==> config.mk <==
export PLATFORM = sky130hd
export DESIGN_NAME = truth_table_scanner_flat
export DESIGN_NICKNAME = d
export VERILOG_FILES = /design/src/rtl/truth_table_scanner_if.sv /design/src/rtl/truth_table_scanner.sv /design/src/flat_wrapper.sv
export SDC_FILE = /design/constraint.sdc
export NUM_CORES = 1
export LEC_CHECK = 0
export CAP_MARGIN = 20
export CORE_MARGIN = 2
export CORE_UTILIZATION = 45
export CTS_CLUSTER_SIZE = 28
export DETAILED_ROUTE_END_ITERATION = 10
export GPL_TIMING_DRIVEN = 0
export PLACE_DENSITY_LB_ADDON = 0.2
export SLEW_MARGIN = 15
export SYNTH_ARGS = -nofsm -noshare
export SYNTH_HDL_FRONTEND = slang
export SYNTH_SLANG_ARGS = --single-unit
==> constraint.sdc <==
create_clock -name clk -period 2.5 [get_ports clk]
set_input_delay 0.5 -clock clk [delete_from_list [all_inputs] [get_ports clk]]
set_output_delay 0.5 -clock clk [all_outputs]
set_load 0.01 [all_outputs]
==> src/rtl/truth_table_scanner_if.sv <==
// Stimulus/capture bus between the truth-table scanner and its controller.
// The bench or control logic is the master; the function under test drives y.
interface truth_table_scanner_if;
  logic        start;
  logic [15:0] expected;
  logic [3:0]  vec;
  logic        y;
  logic        busy;
  logic        done;
  logic [15:0] table_out;
  logic        pass;
  logic [4:0]  mismatch_cnt;
  logic [3:0]  first_fail;

  modport master (
    output start, expected, y,
    input  vec, busy, done, table_out, pass, mismatch_cnt, first_fail
  );

  modport slave (
    input  start, expected, y,
    output vec, busy, done, table_out, pass, mismatch_cnt, first_fail
  );
endinterface

==> src/rtl/truth_table_scanner.sv <==
// Walks every input vector of a 3/4-input Boolean function, samples its output
// after a settle window, and grades the captured truth table against an expected one.
module truth_table_scanner #(
  parameter int unsigned NVARS  = 4,
  parameter int unsigned SETTLE = 2
) (
  input logic                  clk,
  input logic                  rst,
  truth_table_scanner_if.slave bus
);

  localparam int unsigned NumVecs   = 1 << NVARS;
  localparam logic [3:0]  LastVec   = 4'(NumVecs - 1);
  localparam logic [3:0]  SettleMax = 4'(SETTLE);

  typedef enum logic [1:0] {IDLE, APPLY, DONE} stateT;

  stateT       state, stateNxt;
  logic [3:0]  vecQ, vecNxt;
  logic [3:0]  settleQ, settleNxt;
  logic [15:0] expQ, expNxt;
  logic [15:0] tableQ, tableNxt;
  logic [4:0]  mismQ, mismNxt;
  logic [3:0]  firstQ, firstNxt;
  logic        passQ, passNxt;
  logic        busyQ, busyNxt;
  logic        doneQ, doneNxt;

  // State and result registers
  always_ff @(posedge clk) begin
    if (rst) begin
      state   <= IDLE;
      vecQ    <= '0;
      settleQ <= '0;
      expQ    <= '0;
      tableQ  <= '0;
      mismQ   <= '0;
      firstQ  <= '0;
      passQ   <= 1'b0;
      busyQ   <= 1'b0;
      doneQ   <= 1'b0;
    end else begin
      state   <= stateNxt;
      vecQ    <= vecNxt;
      settleQ <= settleNxt;
      expQ    <= expNxt;
      tableQ  <= tableNxt;
      mismQ   <= mismNxt;
      firstQ  <= firstNxt;
      passQ   <= passNxt;
      busyQ   <= busyNxt;
      doneQ   <= doneNxt;
    end
  end

  // Next-state and next-output logic; busy/done are computed one edge ahead
  always_comb begin
    stateNxt  = state;
    vecNxt    = vecQ;
    settleNxt = settleQ;
    expNxt    = expQ;
    tableNxt  = tableQ;
    mismNxt   = mismQ;
    firstNxt  = firstQ;
    passNxt   = passQ;
    busyNxt   = 1'b0;
    doneNxt   = 1'b0;

    case (state)
      IDLE, DONE: begin
        if (bus.start) begin
          stateNxt  = APPLY;
          expNxt    = bus.expected;
          tableNxt  = '0;
          mismNxt   = '0;
          firstNxt  = '0;
          passNxt   = 1'b0;
          vecNxt    = '0;
          settleNxt = '0;
          busyNxt   = 1'b1;
        end else begin
          stateNxt = IDLE;
        end
      end

      APPLY: begin
        busyNxt = 1'b1;
        if (settleQ < SettleMax) begin
          settleNxt = settleQ + 4'd1;
        end else begin
          tableNxt[vecQ] = bus.y;
          if (bus.y != expQ[vecQ]) begin
            mismNxt = mismQ + 5'd1;
            if (mismQ == 5'd0) firstNxt = vecQ;
          end
          if (vecQ == LastVec) begin
            stateNxt = DONE;
            vecNxt   = '0;
            busyNxt  = 1'b0;
            doneNxt  = 1'b1;
            passNxt  = (mismNxt == 5'd0);
          end else begin
            vecNxt    = vecQ + 4'd1;
            settleNxt = '0;
          end
        end
      end

      default: stateNxt = IDLE;
    endcase
  end

  assign bus.vec          = vecQ;
  assign bus.busy         = busyQ;
  assign bus.done         = doneQ;
  assign bus.table_out    = tableQ;
  assign bus.pass         = passQ;
  assign bus.mismatch_cnt = mismQ;
  assign bus.first_fail   = firstQ;

endmodule

==> src/flat_wrapper.sv <==
// flat-port wrapper written by rule: the top's interface ports become plain ports
module truth_table_scanner_flat 
#(
  parameter int unsigned NVARS  = 4,
  parameter int unsigned SETTLE = 2
)
  (clk, rst, bus_start, bus_expected, bus_y, bus_vec, bus_busy, bus_done, bus_table_out, bus_pass, bus_mismatch_cnt, bus_first_fail);
  truth_table_scanner_if bus_i ();
  input logic clk;
  input logic rst;
  input wire logic [$bits(bus_i.start)-1:0] bus_start;
  input wire logic [$bits(bus_i.expected)-1:0] bus_expected;
  input wire logic [$bits(bus_i.y)-1:0] bus_y;
  output wire logic [$bits(bus_i.vec)-1:0] bus_vec;
  output wire logic [$bits(bus_i.busy)-1:0] bus_busy;
  output wire logic [$bits(bus_i.done)-1:0] bus_done;
  output wire logic [$bits(bus_i.table_out)-1:0] bus_table_out;
  output wire logic [$bits(bus_i.pass)-1:0] bus_pass;
  output wire logic [$bits(bus_i.mismatch_cnt)-1:0] bus_mismatch_cnt;
  output wire logic [$bits(bus_i.first_fail)-1:0] bus_first_fail;
  assign bus_i.start = bus_start;
  assign bus_i.expected = bus_expected;
  assign bus_i.y = bus_y;
  assign bus_vec = bus_i.vec;
  assign bus_busy = bus_i.busy;
  assign bus_done = bus_i.done;
  assign bus_table_out = bus_i.table_out;
  assign bus_pass = bus_i.pass;
  assign bus_mismatch_cnt = bus_i.mismatch_cnt;
  assign bus_first_fail = bus_i.first_fail;
  truth_table_scanner #(.NVARS(NVARS), .SETTLE(SETTLE)) u_core (.clk(clk), .rst(rst), .bus(bus_i));
endmodule
==> results of run 1 <==
==> through the flow <==
| stage | cell area (sq um) | TNS (ns) | utilization | hold WS, ns | instances |
|---|---|---|---|---|---|
| 2_1_floorplan | 2409 | 0 | - | 0.4331 | 280 |
| 3_3_place_gp | 3007 | -0.2585 | 0.5850 | 0.4414 | 401 |
| 3_5_place_dp | 3007 | -0.4737 | 0.5850 | 0.4465 | 401 |
| 4_1_cts | 3103 | 0 | 0.6037 | 0.4593 | 408 |
| 5_1_grt | 3144 | -0.02337 | 0.6117 | 0.4803 | 412 |
| 6_report | 3144 | 0 | 0.6117 | 0.4581 | 412 |
==> tightest hold or removal path: stages (launching register included) <==
cell and delay [ns]:
dfxtp_1 0.32, nand2_1 0.05, a21oi_1 0.05
==> state kept, by name, summed over array words and instances, names as in the netlist <==
| signal | cells |
|---|---|
| u_core.bus.table_out | 16 |
| u_core.settleQ | 4 |
| u_core.bus.done | 1 |
| u_core.bus.vec | 4 |
| u_core.bus.busy | 1 |
| u_core.bus.pass | 1 |
| u_core.bus.first_fail | 4 |
| u_core.state | 2 |
| u_core.bus.mismatch_cnt | 5 |
| u_core.expQ | 16 |
==> routing by layer <==
layer	vias to the layer above	part of all wire	GRT usage
met2	54	0.50	0.3513
met3	8	0.048	0.04235
met4	0	0.0091	0.05714
met1	1015	0.45	0.2474
met5	-	0	0
li1	1081	-	-
==> placed cells by master (no fill, tap or decap), types with 2 or more instances in the layout <==
master / synthesis / final
nor3_1: 3 / 3
and3_1: 3 / 3
nor2b_1: 4 / 4
nand2b_1: 4 / 4
mux2i_1: 12 / 12
nand3_1: 19 / 19
nor2_1: 27 / 27
inv_1: 5 / 5
clkdlybuf4s50_1: 0 / 51
a21oi_1: 32 / 31
buf_4: 0 / 4
dfxtp_1: 54 / 53
buf_1: 1 / 2
ha_1: 7 / 7
mux4_2: 5 / 5
nand2_1: 48 / 48
clkbuf_8: 0 / 6
a22oi_1: 4 / 4
xor2_1: 4 / 3
o21ai_1: 3 / 3
nand3b_1: 5 / 5
o21ai_0: 4 / 4
and2_1: 3 / 2
clkbuf_1: 14 / 13
==> final timing paths <==
check	start	to	slack, ns
max	u_core.bus.vec[1]$_SDFFE_PP0P_	u_core.bus.pass$_SDFFE_PP0P_	0.11
min	u_core.expQ[9]$_SDFFE_PP0P_	u_core.expQ[9]$_SDFFE_PP0P_	0.46
max reg2reg	u_core.bus.vec[1]$_SDFFE_PP0P_	u_core.bus.pass$_SDFFE_PP0P_	0.11
min reg2reg	u_core.expQ[9]$_SDFFE_PP0P_	u_core.expQ[9]$_SDFFE_PP0P_	0.46
==> power by group through the flow <==
stage	combinational (W)	clock [W]	sequential (W)
final	0.000184	0.000497	0.000896
after CTS	0.000185	0.000507	0.000896
after global placement	0.000181	0	0.000916
after global routing	0.000206	0.000548	0.000899
after detailed placement	0.000183	0	0.000917
after floorplan	0.000110	0	0.000915
==> repair_timing <==
action,4_1_cts,5_1_grt
setup buffers,0,5
hold buffers,0,0
setup endpoints to repair,8,8
gates resized for setup,5,4
==> logic make-up after synthesis <==
kind of cell | after synthesis | share of synthesized area
mux | 17 | 0.09663
xor+xnor | 5 | 0.01818
compound gates | 50 | 0.1190
fa+ha+maj | 7 | 0.03636
buf+inv | 23 | 0.04000
simple gates | 124 | 0.2410
flops | 54 | 0.4488
==> cell type report <==
cell class	count	area (sq um)	share of cell area
Clock inverter	1	5.005	0.001592
Multi-Input combinational cell	203	1247	0.3967
Inverter	5	18.77	0.005969
Sequential cell	54	1085	0.3450
Buffer	16	68.82	0.02189
Tap cell	70	87.58	0.02786
Clock buffer	7	86.33	0.02746
Timing Repair Buffer	56	545.5	0.1735
==> impl_metrics.tcl, run 1 <==
set metrics [dict create \
    outcome "completed" \
    peakVddDrop_mv 0.3490 \
    portBuffers 51 \
    slew_headroom 0.6116 \
    die_area_sq_um 5954 \
    drt_wl_total_mm 5.592 \
    synth_cells 280 \
    power_frac_seq 0.568 \
    ys_types 39 \
    first_pass_iters 4 \
    min_period_over_period 0.9546 \
    hold_path_class "register to register" \
    setup_ws_ns 0.1135 \
    wl_per_cell_microns 13.57 \
    setup_viol 0 \
    final.fill_count 487 \
    gp_congestion 0.8529 \
    clock_latency_ns 0.31 \
    antenna_found_initial 0 \
    netlist_top_cells_count "dfxtp_1, nand2_1, a21oi_1, nor2_1, nand3_1" \
    syn-num-nets 307 \
    htree_levels 2 \
    io-pin-count 52 \
    combPwrFrac 0.117 \
    worstPathCellList "mux4_2, mux4_2, xor2_2, buf_2, a211o_1, o211a_1, o22ai_2" \
    rr_worst_depth 7 \
    ys_ff_latch 54 \
    worstSetupPathType "register to register" \
    antenna_cells 0 \
    synth-async-reset-ratio 0 \
    p_int_w 0.001186 \
    nets 368 \
    min_path_cells 2 \
    startpoint_type "register" \
    crit_family "multiplexers" \
    netlist_top_cells_area "dfxtp_1, nand2_1, a21oi_1" \
    clkSlewWorstSetupHoldPaths_ns 0.09 \
    synth_top_area_frac 0.4488 \
    p_per_area_nw_per_um2 501.7 \
    power.leakage_nw 1.212 \
    avgSynthCellArea_sq_um 8.602 \
    cts_sinks 54 \
    areaGrowthSynthToFinish_pct 30.55 \
    layout_min_cycle_time_ns 2.387 \
    synth_ff_type "dfxtp_1" \
    ys_warn_count 0 \
    yosysSeqAreaShare 0.4488 \
    slowest_delay_ns 0.52 \
    power.total_w 0.001577 \
    worstPathRequired_ns 2.74 \
    p_switching_w 0.0003916 \
    p_sw_frac 0.2482 \
    clockRootBuffer "clkbuf_8" \
    clockBufferDepth 2 \
    vias 2158 \
    path_common_cell "mux4_2" \
    cts_buffers 5 \
    end_kind "register" \
    row_count 26 \
    grt_max_degree 16 \
    max_clock_freq_mhz 419.0 \
    dr.first_iter.drc_count 138 \
    maxSlewViolCount 0 \
    synth_area_sq_um 2409 \
    hold_violations 0 \
    synth_edf_count 0 \
    ant_nets 0 \
    grt_pass1_vias 2122 \
    dieHeight_microns 77.16 \
    cp.depth 7 \
    critical_path_buf_inv_count 1 \
    start_util 0.4686 \
    yosysMostFrequentCell "dfxtp_1" \
    place_hpwl_mm 4.037 \
    worstMarginPinSlew_ns 0.5826 \
    grt_util_all_layers 0.2005 \
    maxCapViolCount 0 \
    skew_ns 0.01089 \
    overflow 0 \
    post-place-ws_ns -0.1450 \
    critPathArrivalTime_ns 2.62 \
    post-route-drc-count 0 \
    critPathSlowestCell "mux4_2" \
    cts_tree "built" \
    synth.largest_area_cell "dfxtp_1" \
    crit_path_max_fanout 10 \
    drive_gt1_frac 0.07310 \
    grt_pass1_wl_mm 9.701 \
    die_w_microns 77.16 \
    viasPerCell 5.238 \
    pwr-share-clk 0.315 \
    core_sq_um 5140 \
]
Power figures use the tool's default switching activity.
==> inputs of run 2 (changes only) <==
- DONT_BUFFER_PORTS: default -> 1
==> impl_metrics.tcl, run 2 (synthesized netlist as in run 1, its figures left out) <==
set metrics [dict create \
    hold_violations 0 \
    first_pass_iters 4 \
    power.leakage_nw 1.033 \
    min_period_over_period 0.9883 \
    start_util 0.4686 \
    hold_path_class "input pin to register" \
    viasPerCell 5.524 \
    final_common_cell "dfxtp_1" \
    vias 1983 \
    power.total_w 0.001629 \
    cts_buffers 5 \
    nets 315 \
    hold_buffers 0 \
    clockRootBuffer "clkbuf_8" \
    dr.first_iter.drc_count 96 \
    setup_viol 0 \
    rsz0062_at_grt "true" \
    row_count 26 \
    areaGrowthSynthToFinish_pct 10.29 \
    dieHeight_microns 77.16 \
    layout_common_cells "dfxtp_1, nand2_1, a21oi_1, nor2_1, nand3_1" \
    outcome "completed" \
    io-pin-count 52 \
    clkSlewWorstSetupHoldPaths_ns 0.09 \
    crit_path_max_fanout 5 \
    fin_hold_ws_ns 0.2793 \
    worstMarginPinSlew_ns 0.5118 \
    maxCapViolCount 0 \
    portBuffers 0 \
    final.fill_count 534 \
    grt_util_all_layers 0.1980 \
    drive_gt1_frac 0.09343 \
    cts_tree "built" \
    grt_max_degree 17 \
    dp.cells 350 \
    overflow 0 \
    grt_pass1_wl_mm 9.384 \
    p_per_area_nw_per_um2 613.3 \
    slew_headroom 0.6588 \
    die_area_sq_um 5954 \
    grt_pass1_vias 1935 \
    worstSetupPathType "register to register" \
    clockBufferDepth 2 \
    antenna_cells 0 \
    ant_nets 0 \
    clock_latency_ns 0.32 \
    wl_per_cell_microns 15.46 \
    instances_no_fill 359 \
    post-route-drc-count 0 \
    die_w_microns 77.16 \
    peakVddDrop_mv 0.3214 \
    gp_congestion 0.8252 \
    maxSlewViolCount 0 \
    antenna_found_initial 0 \
    htree_levels 2 \
    drt_wl_total_mm 5.550 \
    max_clock_freq_mhz 404.8 \
    place_hpwl_mm 3.845 \
    core_sq_um 5140 \
    layout_min_cycle_time_ns 2.471 \
    end_kind "register" \
    skew_ns 0.007644 \
    critPathArrivalTime_ns 2.72 \
    worstPathRequired_ns 2.75 \
    startpoint_type "register" \
    cts_sinks 54 \
]
## run 2: critical path: stages, from the launching register on
cell and delay, ns:
dfxtp_4 0.40, buf_8 0.13, mux4_2 0.50, mux4_2 0.51
xor2_2 0.19, and2_4 0.17, or3b_4 0.38, a21oi_2 0.13
## run 2: path summary, 6_finish.rpt
path / endpoint / depth (start not counted) / slack (ns) / from
max reg2reg: u_core.bus.mismatch_cnt[4]$_SDFFE_PP0P_ / 7 / 0.03 / u_core.bus.vec[1]$_SDFFE_PP0P_
min: u_core.bus.done$_SDFF_PP0_ / 1 / 0.28 / rst
max: u_core.bus.mismatch_cnt[4]$_SDFFE_PP0P_ / 7 / 0.03 / u_core.bus.vec[1]$_SDFFE_PP0P_
min reg2reg: u_core.expQ[14]$_SDFFE_PP0P_ / 2 / 0.46 / u_core.expQ[14]$_SDFFE_PP0P_
## run 2: what timing repair did
item / CTS / global route
setup buffers: 2 / 0
resized for setup: 5 / 10
setup endpoints to repair: 9 / 16
pin swaps: 2 / 2
## run 2: cell type report
| cell class | count | area (sq um) | share of cell area |
|---|---|---|---|
| flip-flops and latches | 54 | 1085 | 0.4084 |
| clock buffers | 5 | 68.82 | 0.02591 |
| inverters | 5 | 18.77 | 0.007065 |
| clock inverters | 3 | 40.04 | 0.01507 |
| plain buffers | 17 | 87.58 | 0.03297 |
| repair buffers | 2 | 15.01 | 0.005652 |
| well taps | 70 | 87.58 | 0.03297 |
| multi-input cells | 203 | 1254 | 0.4720 |
## run 2: power breakdown
part	leakage [nW]	total (W)	internal, W	switching (W)
clock network	0.0579	0.000583	0.000295	0.000288
logic	0.536	0.000148	0.0000512	0.0000963
registers	0.439	0.000899	0.000882	0.0000168
## run 2: metal layers
layer / part of all wire / GRT usage / vias up
met4: 0.0099 / 0.05357 / 0
met1: 0.43 / 0.2407 / 927
met3: 0.072 / 0.06118 / 10
li1: - / - / 981
met5: 0 / 0 / -
met2: 0.49 / 0.3383 / 65
## run 2: stage by stage
stage               area (sq um)  setup TNS (ns)  setup slack, ns  utilization
finish                      2656               0          0.02936       0.5168
detailed placement          2496         -0.8244          -0.1744       0.4856
CTS                         2633               0        0.0008402       0.5122
global route                2656        -0.05491         -0.04680       0.5168
floorplan                   2409               0         0.008074            -
global placement            2496         -0.8586          -0.1844       0.4856
